`config.mk`:
```
export PLATFORM = sky130hd
export DESIGN_NAME = uart_bram_cmd_engine
export DESIGN_NICKNAME = d
export VERILOG_FILES = /design/src/rtl/uart_bram_pkg.sv /design/src/rtl/uart_bram_byte_timer.sv /design/src/rtl/uart_bram_cmd_engine.sv
export SDC_FILE = /design/constraint.sdc
export NUM_CORES = 1
export LEC_CHECK = 0
export ABC_AREA = 1
export CAP_MARGIN = 5
export CORE_ASPECT_RATIO = 1.25
export CORE_UTILIZATION = 35
export CTS_CLUSTER_DIAMETER = 100
export DETAILED_ROUTE_END_ITERATION = 8
export RECOVER_POWER = 50
export SLEW_MARGIN = 20
export SYNTH_ARGS = -nofsm -noshare
export SYNTH_HDL_FRONTEND = slang
export SYNTH_SLANG_ARGS = --single-unit
```
`constraint.sdc`:
```
create_clock -name clk -period 11.73 [get_ports clk]
set_input_delay 1.7595 -clock clk [delete_from_list [all_inputs] [get_ports clk]]
set_output_delay 1.7595 -clock clk [all_outputs]
set_load 0.05 [all_outputs]
```
`src/rtl/uart_bram_pkg.sv`:
```
// Shared codes, status values and FSM states for the UART/BRAM command engine.
package uart_bram_pkg;

  localparam logic [7:0] CMD_READ  = 8'h11;
  localparam logic [7:0] CMD_WRITE = 8'h12;
  localparam logic [7:0] CMD_ERASE = 8'h13;

  localparam logic [7:0] RESP_ACK = 8'h06;
  localparam logic [7:0] RESP_NAK = 8'h15;

  localparam logic [1:0] STAT_OK      = 2'b00;
  localparam logic [1:0] STAT_BAD_CMD = 2'b01;
  localparam logic [1:0] STAT_RANGE   = 2'b10;
  localparam logic [1:0] STAT_TIMEOUT = 2'b11;

  // ADDR_H, ADDR_L, LEN_H, LEN_L
  localparam int HDR_BYTES = 4;

  typedef enum logic [3:0] {
    S_IDLE,
    S_HDR,
    S_CHECK,
    S_WR_DATA,
    S_ERASE,
    S_RD_FETCH,
    S_RD_LATCH,
    S_TX_SEND,
    S_TX_WAIT,
    S_RESP
  } state_e;

  function automatic logic is_cmd(input logic [7:0] b);
    return (b == CMD_READ) || (b == CMD_WRITE) || (b == CMD_ERASE);
  endfunction

endpackage

```
`src/rtl/uart_bram_byte_timer.sv`:
```
// Inter-byte timeout: down-counter reloaded on every received byte and held
// at its reload value whenever the frame is not in a timed state.
module uart_bram_byte_timer #(
  parameter int TIMEOUT_CYCLES = 1000000
) (
  input  logic clk,
  input  logic rst,
  input  logic run,
  input  logic reload,
  output logic expire
);

  localparam int CW = (TIMEOUT_CYCLES > 1) ? $clog2(TIMEOUT_CYCLES) : 1;
  localparam logic [CW-1:0] LOAD_VAL = CW'(TIMEOUT_CYCLES - 1);

  logic [CW-1:0] cnt_q, cnt_d;

  // Next count: reload wins over countdown, saturate at zero.
  always_comb begin
    cnt_d = cnt_q;
    if (reload || !run) begin
      cnt_d = LOAD_VAL;
    end else if (cnt_q != '0) begin
      cnt_d = cnt_q - 1'b1;
    end
  end

  // Counter register.
  always_ff @(posedge clk or posedge rst) begin
    if (rst) cnt_q <= '0;
    else     cnt_q <= cnt_d;
  end

  // A byte arriving in the expiry cycle suppresses the timeout.
  assign expire = run && !reload && (cnt_q == '0);

endmodule

```
`src/rtl/uart_bram_cmd_engine.sv`:
```
// Framed READ/WRITE/ERASE engine between a UART byte stream and an external
// single-port byte-wide BRAM, with range check, inter-byte timeout and an
// ACK/NAK response per frame.
//
// state      | meaning
// -----------+-----------------------------------------------------------
// S_IDLE     | waiting for a command byte
// S_HDR      | collecting ADDR_H, ADDR_L, LEN_H, LEN_L
// S_CHECK    | range/length check, dispatch on command
// S_WR_DATA  | one BRAM write per received data byte
// S_ERASE    | one ERASE_VALUE write per cycle
// S_RD_FETCH | BRAM read enable asserted
// S_RD_LATCH | read data captured into tx_data
// S_TX_SEND  | waiting for tx_busy low, then pulse tx_start
// S_TX_WAIT  | waiting for tx_busy to rise then fall
// S_RESP     | load ACK/NAK as the final response byte
module uart_bram_cmd_engine
  import uart_bram_pkg::*;
#(
  parameter int          ADDR_WIDTH     = 12,
  parameter int          DEPTH          = 4096,
  parameter int          TIMEOUT_CYCLES = 1000000,
  parameter logic [7:0]  ERASE_VALUE    = 8'h00
) (
  input  logic                  clk,
  input  logic                  rst,
  input  logic [7:0]            rx_data,
  input  logic                  rx_valid,
  input  logic                  tx_busy,
  output logic                  tx_start,
  output logic [7:0]            tx_data,
  output logic                  bram_en,
  output logic                  bram_we,
  output logic [ADDR_WIDTH-1:0] bram_addr,
  output logic [7:0]            bram_wdata,
  input  logic [7:0]            bram_rdata,
  output logic                  busy,
  output logic [1:0]            status
);

  localparam logic [16:0] DEPTH_W  = 17'(DEPTH);
  localparam logic [1:0]  HDR_LAST = 2'(HDR_BYTES - 1);

  state_e                state_q, state_d;
  logic [7:0]            cmd_q, cmd_d;
  logic [1:0]            hdr_cnt_q, hdr_cnt_d;
  logic [15:0]           addr_q, addr_d;
  logic [15:0]           len_q, len_d;
  logic [ADDR_WIDTH-1:0] cur_addr_q, cur_addr_d;
  logic [15:0]           rem_q, rem_d;
  logic [1:0]            status_q, status_d;
  logic                  resp_nak_q, resp_nak_d;
  logic                  rd_mode_q, rd_mode_d;
  logic                  data_phase_q, data_phase_d;
  logic                  seen_busy_q, seen_busy_d;
  logic [7:0]            tx_data_q, tx_data_d;
  logic                  tx_start_q, tx_start_d;
  logic                  bram_en_q, bram_en_d;
  logic                  bram_we_q, bram_we_d;
  logic [ADDR_WIDTH-1:0] bram_addr_q, bram_addr_d;
  logic [7:0]            bram_wdata_q, bram_wdata_d;

  logic                  tmr_run;
  logic                  tmr_expire;
  logic [16:0]           end_sum;
  logic                  range_err;
  logic [ADDR_WIDTH-1:0] cur_addr_inc;

  assign tmr_run      = (state_q == S_HDR) || (state_q == S_WR_DATA);
  assign end_sum      = {1'b0, addr_q} + {1'b0, len_q};
  assign range_err    = (end_sum > DEPTH_W) || (({1'b0, addr_q} >> ADDR_WIDTH) != 17'd0);
  assign cur_addr_inc = cur_addr_q + 1'b1;

  uart_bram_byte_timer #(
    .TIMEOUT_CYCLES(TIMEOUT_CYCLES)
  ) u_timer (
    .clk   (clk),
    .rst   (rst),
    .run   (tmr_run),
    .reload(rx_valid),
    .expire(tmr_expire)
  );

  // Frame sequencing; every output is computed here and registered below.
  always_comb begin
    state_d      = state_q;
    cmd_d        = cmd_q;
    hdr_cnt_d    = hdr_cnt_q;
    addr_d       = addr_q;
    len_d        = len_q;
    cur_addr_d   = cur_addr_q;
    rem_d        = rem_q;
    status_d     = status_q;
    resp_nak_d   = resp_nak_q;
    rd_mode_d    = rd_mode_q;
    data_phase_d = data_phase_q;
    seen_busy_d  = seen_busy_q;
    tx_data_d    = tx_data_q;
    tx_start_d   = 1'b0;
    bram_en_d    = 1'b0;
    bram_we_d    = 1'b0;
    bram_addr_d  = bram_addr_q;
    bram_wdata_d = bram_wdata_q;

    case (state_q)
      S_IDLE: begin
        if (rx_valid) begin
          if (is_cmd(rx_data)) begin
            cmd_d     = rx_data;
            hdr_cnt_d = '0;
            state_d   = S_HDR;
          end else begin
            status_d   = STAT_BAD_CMD;
            resp_nak_d = 1'b1;
            state_d    = S_RESP;
          end
        end
      end

      S_HDR: begin
        if (rx_valid) begin
          case (hdr_cnt_q)
            2'd0:    addr_d[15:8] = rx_data;
            2'd1:    addr_d[7:0]  = rx_data;
            2'd2:    len_d[15:8]  = rx_data;
            default: len_d[7:0]   = rx_data;
          endcase
          hdr_cnt_d = hdr_cnt_q + 2'd1;
          if (hdr_cnt_q == HDR_LAST) state_d = S_CHECK;
        end else if (tmr_expire) begin
          status_d   = STAT_TIMEOUT;
          resp_nak_d = 1'b1;
          state_d    = S_RESP;
        end
      end

      S_CHECK: begin
        cur_addr_d = addr_q[ADDR_WIDTH-1:0];
        rem_d      = len_q;
        if (range_err) begin
          status_d   = STAT_RANGE;
          resp_nak_d = 1'b1;
          state_d    = S_RESP;
        end else if (len_q == 16'd0) begin
          status_d   = STAT_OK;
          resp_nak_d = 1'b0;
          state_d    = S_RESP;
        end else if (cmd_q == CMD_READ) begin
          // ACK goes out before the first data byte.
          tx_data_d    = RESP_ACK;
          rd_mode_d    = 1'b1;
          data_phase_d = 1'b0;
          state_d      = S_TX_SEND;
        end else if (cmd_q == CMD_WRITE) begin
          state_d = S_WR_DATA;
        end else begin
          state_d = S_ERASE;
        end
      end

      S_WR_DATA: begin
        if (rx_valid) begin
          bram_en_d    = 1'b1;
          bram_we_d    = 1'b1;
          bram_wdata_d = rx_data;
          bram_addr_d  = cur_addr_q;
          cur_addr_d   = cur_addr_inc;
          rem_d        = rem_q - 16'd1;
          if (rem_q == 16'd1) begin
            status_d   = STAT_OK;
            resp_nak_d = 1'b0;
            state_d    = S_RESP;
          end
        end else if (tmr_expire) begin
          status_d   = STAT_TIMEOUT;
          resp_nak_d = 1'b1;
          state_d    = S_RESP;
        end
      end

      S_ERASE: begin
        bram_en_d    = 1'b1;
        bram_we_d    = 1'b1;
        bram_wdata_d = ERASE_VALUE;
        bram_addr_d  = cur_addr_q;
        cur_addr_d   = cur_addr_inc;
        rem_d        = rem_q - 16'd1;
        if (rem_q == 16'd1) begin
          status_d   = STAT_OK;
          resp_nak_d = 1'b0;
          state_d    = S_RESP;
        end
      end

      S_RD_FETCH: state_d = S_RD_LATCH;

      S_RD_LATCH: begin
        tx_data_d = bram_rdata;
        state_d   = S_TX_SEND;
      end

      S_TX_SEND: begin
        if (!tx_busy) begin
          tx_start_d  = 1'b1;
          seen_busy_d = 1'b0;
          state_d     = S_TX_WAIT;
        end
      end

      S_TX_WAIT: begin
        if (!seen_busy_q) begin
          if (tx_busy) seen_busy_d = 1'b1;
        end else if (!tx_busy) begin
          if (!rd_mode_q) begin
            state_d = S_IDLE;
          end else if (!data_phase_q) begin
            // ACK done: fetch the first byte. Enable is registered so it is
            // high for the whole of S_RD_FETCH.
            data_phase_d = 1'b1;
            bram_en_d    = 1'b1;
            bram_addr_d  = cur_addr_q;
            state_d      = S_RD_FETCH;
          end else if (rem_q == 16'd1) begin
            status_d  = STAT_OK;
            rd_mode_d = 1'b0;
            state_d   = S_IDLE;
          end else begin
            cur_addr_d  = cur_addr_inc;
            rem_d       = rem_q - 16'd1;
            bram_en_d   = 1'b1;
            bram_addr_d = cur_addr_inc;
            state_d     = S_RD_FETCH;
          end
        end
      end

      S_RESP: begin
        tx_data_d = resp_nak_q ? RESP_NAK : RESP_ACK;
        rd_mode_d = 1'b0;
        state_d   = S_TX_SEND;
      end

      default: state_d = S_IDLE;
    endcase
  end

  // State and registered outputs; reset aborts any frame in flight.
  always_ff @(posedge clk or posedge rst) begin
    if (rst) begin
      state_q      <= S_IDLE;
      cmd_q        <= '0;
      hdr_cnt_q    <= '0;
      addr_q       <= '0;
      len_q        <= '0;
      cur_addr_q   <= '0;
      rem_q        <= '0;
      status_q     <= '0;
      resp_nak_q   <= 1'b0;
      rd_mode_q    <= 1'b0;
      data_phase_q <= 1'b0;
      seen_busy_q  <= 1'b0;
      tx_data_q    <= '0;
      tx_start_q   <= 1'b0;
      bram_en_q    <= 1'b0;
      bram_we_q    <= 1'b0;
      bram_addr_q  <= '0;
      bram_wdata_q <= '0;
    end else begin
      state_q      <= state_d;
      cmd_q        <= cmd_d;
      hdr_cnt_q    <= hdr_cnt_d;
      addr_q       <= addr_d;
      len_q        <= len_d;
      cur_addr_q   <= cur_addr_d;
      rem_q        <= rem_d;
      status_q     <= status_d;
      resp_nak_q   <= resp_nak_d;
      rd_mode_q    <= rd_mode_d;
      data_phase_q <= data_phase_d;
      seen_busy_q  <= seen_busy_d;
      tx_data_q    <= tx_data_d;
      tx_start_q   <= tx_start_d;
      bram_en_q    <= bram_en_d;
      bram_we_q    <= bram_we_d;
      bram_addr_q  <= bram_addr_d;
      bram_wdata_q <= bram_wdata_d;
    end
  end

  assign tx_start   = tx_start_q;
  assign tx_data    = tx_data_q;
  assign bram_en    = bram_en_q;
  assign bram_we    = bram_we_q;
  assign bram_addr  = bram_addr_q;
  assign bram_wdata = bram_wdata_q;
  assign busy       = (state_q != S_IDLE);
  assign status     = status_q;

endmodule

```
# Word level (Yosys, flattened, before mapping)
# Index checks and enable logic that the tools add are counted.
[op_classes]
n_mux = 100
n_eq_ne = 36
n_reduce_logical = 45
bitwise = 1
n_addsub = 5
n_lt_le_gt_ge = 1
[op_table]
columns = ["op", "n"]
rows = [
  ["$mux W12", 11],
  ["$mux W16", 6],
  ["$pmux W16 S4", 1],
  ["$mux W4", 12],
  ["$pmux W12 S4", 1],
  ["$eq A8 B5 Y1 const B", 5],
  ["$mux W20", 2],
  ["$pmux W12 S3", 1],
  ["$pmux W4 S9", 1],
  ["$mux W8", 4],
  ["$mux W1", 30],
  ["$mux W2", 15],
  ["$ne A2 B2 Y1 const B", 15],
  ["$pmux W8 S3", 1],
  ["$logic_not A20 Y1", 1],
  ["$reduce_bool A20 Y1", 1],
  ["$sub A20 B1 Y20 const B", 1],
  ["$add A16 B16 Y17", 1],
  ["$gt A17 B13 Y1 const B", 1],
  ["$reduce_bool A17 Y1", 1],
  ["$eq A16 B1 Y1 const B", 1],
  ["$eq A4 B3 Y1 const B", 4],
  ["$logic_not A16 Y1", 1],
  ["$pmux W8 S2", 1],
  ["other kinds (37)", 70],
]
[totals]
out_inout_bits = 34
regBits = 131
elab_cells = 209

# Depth between registers and ports, before layout
[logic_depth]
word_depth = 7
ltp_mapped = 18
depth_no_buf = 18

# Hierarchy
# From an unflattened synthesis, not the netlist that was laid out.
[unflattened]
hier_cells = 1106
hier_area_um2 = 8052.7
[modules_own_cells]
columns = ["module", "seq_area_each_um2", "n_inst", "area_per_inst_um2", "cells_per_inst"]
rows = [
  ["uart_bram_cmd_engine", 2777.7, 1, 6716.4, 909],
  ["uart_bram_byte_timer", 500.5, 1, 1336.3, 197],
]

# Least setup slack after synthesis
# No wires, ideal clock.
[synth_path]
kind = "in2reg"
from = "input port rx_valid"
to = "register state_q[0]"
path_stages = 7
path_slack_ps = 8669
required_time_ps = 11599
setup_time_ps = 131
arrival_time_ps = 2931
cell_sequence = "clkbuf_1 > inv_1 > nor2_1 > inv_1 > o2111a_1 > nand2_1 > o21ai_0"
[synth_via]
elab_chain_len = 6
[synth_rtl]
columns = ["item", "line", "source"]
rows = [
  ["start, declared", "uart_bram_cmd_engine.sv:28", "input logic rx_valid,"],
  ["$logic_not A1 Y1", "uart_bram_byte_timer.sv:35", "assign expire = run && !reload && (cnt_q == '0);"],
  ["$logic_and A1 B1 Y1 (2 in series)", "uart_bram_byte_timer.sv:35", ""],
  ["$mux W4", "n/a", ""],
  ["$mux W4 (on tied branches)", "uart_bram_cmd_engine.sv:162, uart_bram_cmd_engine.sv:121", ""],
  ["$pmux W4 S9", "uart_bram_cmd_engine.sv:105", "case (state_q)"],
  ["end signal, assigned", "uart_bram_cmd_engine.sv:269", "state_q <= state_d;"],
  ["end, declared", "uart_bram_cmd_engine.sv:44", "state_e state_q, state_d;"],
]
# Parallel ways exist; a longest one is shown, timed or not.
# A chain may end at the register's enable or synchronous reset.

==> impl_metrics.json <==
{
  "result_of_the_run": "complete, but fails checks",
  "crit_path_cell_trace": "dlygate4sd3_1, clkinvlp_2, clkbuf_1",
  "drtPass1Iterations": 7,
  "failing_checks": "design-rule violations, max-capacitance violations, max-slew violations",
  "floorplan.core_area_um2": 21500,
  "track_usage": 0.179,
  "cts_htree_levels": 4,
  "insertion_delay_of_the_later_clocked_pin_in_the_worst_skew_pair_ns": 0.43,
  "seq_cells_post_synth": 131,
  "cp.arrival_ns": 6.56,
  "antenna_cells": 0,
  "synth.yosys.seq_area_share": 0.430,
  "yosys_top_cell_by_area": "sky130_fd_sc_hd__dfrtp_1",
  "drc": 1,
  "power.switching_fraction": 0.470,
  "cts-buffers-inserted": 17,
  "post_synth_num_cell_types": 40,
  "die_h_um": 167,
  "finalWirelength_um": 18900,
  "finalCritPeriodShare": 0.572,
  "core.rowCount": 60,
  "routabilityCongestion": 0.886,
  "cts-root-buf": "sky130_fd_sc_hd__clkbuf_16",
  "num_vias": 6695,
  "met1_length_um": 8470,
  "fp.dieW_um": 134,
  "post_cts_hold_buffer_count": 0,
  "dominantRegCellSynth": "sky130_fd_sc_hd__dfrtp_1",
  "placement.io_buffers": 53,
  "depth_of_the_worst_hold_timing_path": 1,
  "final_core_utilization": 0.418,
  "top_layer": "met4",
  "finalSetupTns_ns": 0,
  "synthTopCellsByCount": "247 x sky130_fd_sc_hd__nand2_1, 131 x sky130_fd_sc_hd__dfrtp_1, 130 x sky130_fd_sc_hd__inv_1, 121 x sky130_fd_sc_hd__nor2_1, 89 x sky130_fd_sc_hd__o21ai_0",
  "placedCellCount": 1336,
  "r2r_setup_slack_ns": 8.22,
  "post_drt_via_cell_ratio": 4.89,
  "number_of_instances_in_the_synthesized_netlist": 1025,
  "area_growth_syn_to_layout_pct": 17.7,
  "cts_tree": "done",
  "drt_iter0_drc": 342,
  "placedInstanceArea_um2": 8420,
  "timing.critical_path.slowest_stage_cell": "sky130_fd_sc_hd__clkbuf_1",
  "layout.cells.non_filler": 1368,
  "max_freq_mhz": 149,
  "power-per-cell-area_nw_per_um2": 284,
  "intPower_mw": 1.35,
  "synth_async_sr_flop_share": 1.00,
  "seq_power_share": 0.302,
  "grt_max_degree": 75,
  "grt_pass1_wl_um": 32100,
  "reg2reg_depth": 11,
  "static-leakage-power_nw": 4.22,
  "wl_met2_um": 9350,
  "timing.critical_path.buf_inv": 3,
  "finClkSkew_ns": 0.0158,
  "longest_clk_path_bufs": 2,
  "power_frac_clock": 0.205,
  "synth_top_area_frac": 0.430,
  "worst_slack_ns": 5.02,
  "io_pins": 54,
  "worst-slew-pin-transition_ns": 3.31,
  "finalHoldViolations": 0,
  "placement.setup.worst_slack_ns": 7.65,
  "hold_path.class": "reg2reg",
  "vias_in_the_first_global_route": 6547,
  "dr_wl_met3_um": 578,
  "switching_power_mw": 1.20,
  "design_area_um2": 8980,
  "worst_setup_path_start_kind": "input port",
  "critical_path_class": "in2async",
  "min_delay_worst_endpoint": "cmd_q[4]",
  "wl_per_cell_um": 13.8,
  "final_layout_size_suffix_gt1_frac": 0.0478,
  "reg2reg_to": "cur_addr_q[9]",
  "cpLargestDelayFamily": "buffers and inverters",
  "crit_path_max_fanout": 74,
  "cts_resized": 0,
  "syn_nets": 1071,
  "holdCritStartpoint": "cmd_q[4]",
  "synth_edf_count": 0,
  "fin_nets": 1122,
  "reg2reg_from": "state_q[1]",
  "syn_avg_cell_area_um2": 7.44,
  "place.detailed.hpwl_um": 14000,
  "initial_utilization": 0.355,
  "irDropWorstVdd_mv": 0.144,
  "die-area_um2": 22400,
  "finalSetupViolations": 0,
  "setup_repair_after_global_routing_missed_its_margin": "no",
  "type_of_element_capturing_the_critical_path": "asynchronous set/reset pin",
  "grt-ovfl-total": 0,
  "worst_path_largest_cell_delay_ns": 2.32,
  "maxSlewHeadroom": -1.22,
  "maxCapViolations": 2,
  "clock-sinks": 131,
  "synth.top_cells.by_area": "sky130_fd_sc_hd__dfrtp_1 43%, sky130_fd_sc_hd__nand2_1 12%, sky130_fd_sc_hd__inv_1 6.4%, sky130_fd_sc_hd__nor2_1 6.0%, sky130_fd_sc_hd__o21ai_0 5.8%",
  "required_ns": 11.58,
  "total_power_consumption_mw": 2.55,
  "antenna_found_initial": 0,
  "drtAntennaViolNets": 0,
  "post-synth-top-count-cell": "sky130_fd_sc_hd__nand2_1",
  "post_synth_instance_area_um2": 7630,
  "post-cts-setup-buffer-count": 0,
  "holdWs_ns": 0.467,
  "ys_warn_count": 0,
  "power_frac_comb": 0.494,
  "clk_pin_slew_worst_paths_ns": 0.06,
  "drv_slew": 134,
  "final.min_clock_period_ns": 6.71
}
state kept, by name, indices dropped and copies added, names as in the netlist, 8 cells and up:
name,flops
bram_addr,12
cmd_q,8
tx_data,8
bram_wdata,8
addr_q,16
rem_q,16
u_timer.cnt_q,20
cur_addr_q,12
len_q,16
how the worst max path moves through the flow:
stage | cells after the start | slack, ns | to | startpoint
after detailed placement | 8 | 7.65 | cur_addr_q[9] | tx_busy
after CTS | 5 | 7.74 | busy | state_q[2]
after global placement | 8 | 7.70 | cur_addr_q[11] | tx_busy
after global routing | 3 | 3.93 | data_phase_q | rst
after floorplan | 1 | 6.47 | addr_q[0] | rst
final | 3 | 5.02 | data_phase_q | rst
layout make-up:
class                   count  area, um^2
clock buffers              18         439
clock inverters            14         141
well taps                 279         349
inverters                 135         508
flip-flops and latches    131        3280
fillers                  2193       12500
repair buffers             55         542
multi-input cells         736        3720
per-layer routing:
metal / GRT usage / vias to the layer above
met3: 0.0311 / 34
met1: 0.223 / 3109
met2: 0.306 / 105
li1: - / 3447
met4: 0.0718 / 0
met5: 0 / -
kinds of logic (layout without fill, tap and decap cells):
logic type / after synthesis / after routing / synth area share
simple gates: 497 / 497 / 0.279
compound gates: 183 / 183 / 0.133
buf+inv: 158 / 222 / 0.0805
flops: 131 / 131 / 0.430
xor+xnor: 30 / 30 / 0.0344
fa+ha+maj: 26 / 26 / 0.0436
placed cells by master (no fill, tap or decap), types with 2 or more instances in the layout:
| master | n |
|---|---|
| sky130_fd_sc_hd__nand2_1 | 249 |
| sky130_fd_sc_hd__dfrtp_1 | 131 |
| sky130_fd_sc_hd__inv_1 | 130 |
| sky130_fd_sc_hd__nor2_1 | 121 |
| sky130_fd_sc_hd__o21ai_0 | 90 |
| sky130_fd_sc_hd__nand3_1 | 54 |
| sky130_fd_sc_hd__clkdlybuf4s50_1 | 49 |
| sky130_fd_sc_hd__a21oi_1 | 46 |
| sky130_fd_sc_hd__nor3_1 | 29 |
| sky130_fd_sc_hd__ha_1 | 25 |
| sky130_fd_sc_hd__xor2_1 | 23 |
| sky130_fd_sc_hd__clkbuf_16 | 17 |
| sky130_fd_sc_hd__a31oi_1 | 15 |
| sky130_fd_sc_hd__nand4_1 | 13 |
| sky130_fd_sc_hd__nand3b_1 | 8 |
| sky130_fd_sc_hd__nor4_1 | 8 |
| sky130_fd_sc_hd__o22ai_1 | 8 |
| sky130_fd_sc_hd__xnor2_1 | 7 |
| sky130_fd_sc_hd__a211oi_1 | 7 |
| sky130_fd_sc_hd__o211ai_1 | 6 |
| sky130_fd_sc_hd__nor2_2 | 5 |
| sky130_fd_sc_hd__clkinv_4 | 5 |
| sky130_fd_sc_hd__inv_6 | 5 |
| sky130_fd_sc_hd__or2_1 | 4 |
| sky130_fd_sc_hd__inv_2 | 4 |
| sky130_fd_sc_hd__dlygate4sd3_1 | 4 |
| sky130_fd_sc_hd__o21a_1 | 3 |
| sky130_fd_sc_hd__nor2_4 | 2 |
| sky130_fd_sc_hd__o21ai_1 | 2 |
power groups by stage:
stage                     logic, mW  clock network, mW  registers (mW)
after floorplan               0.830                  0           0.895
after global placement         1.25                  0           0.775
after detailed placement       1.27                  0           0.776
after CTS                      1.27              0.532           0.769
after global routing           1.43              0.549           0.795
final                          1.26              0.522           0.770
No activity file was read; power rests on OpenSTA's default activity.
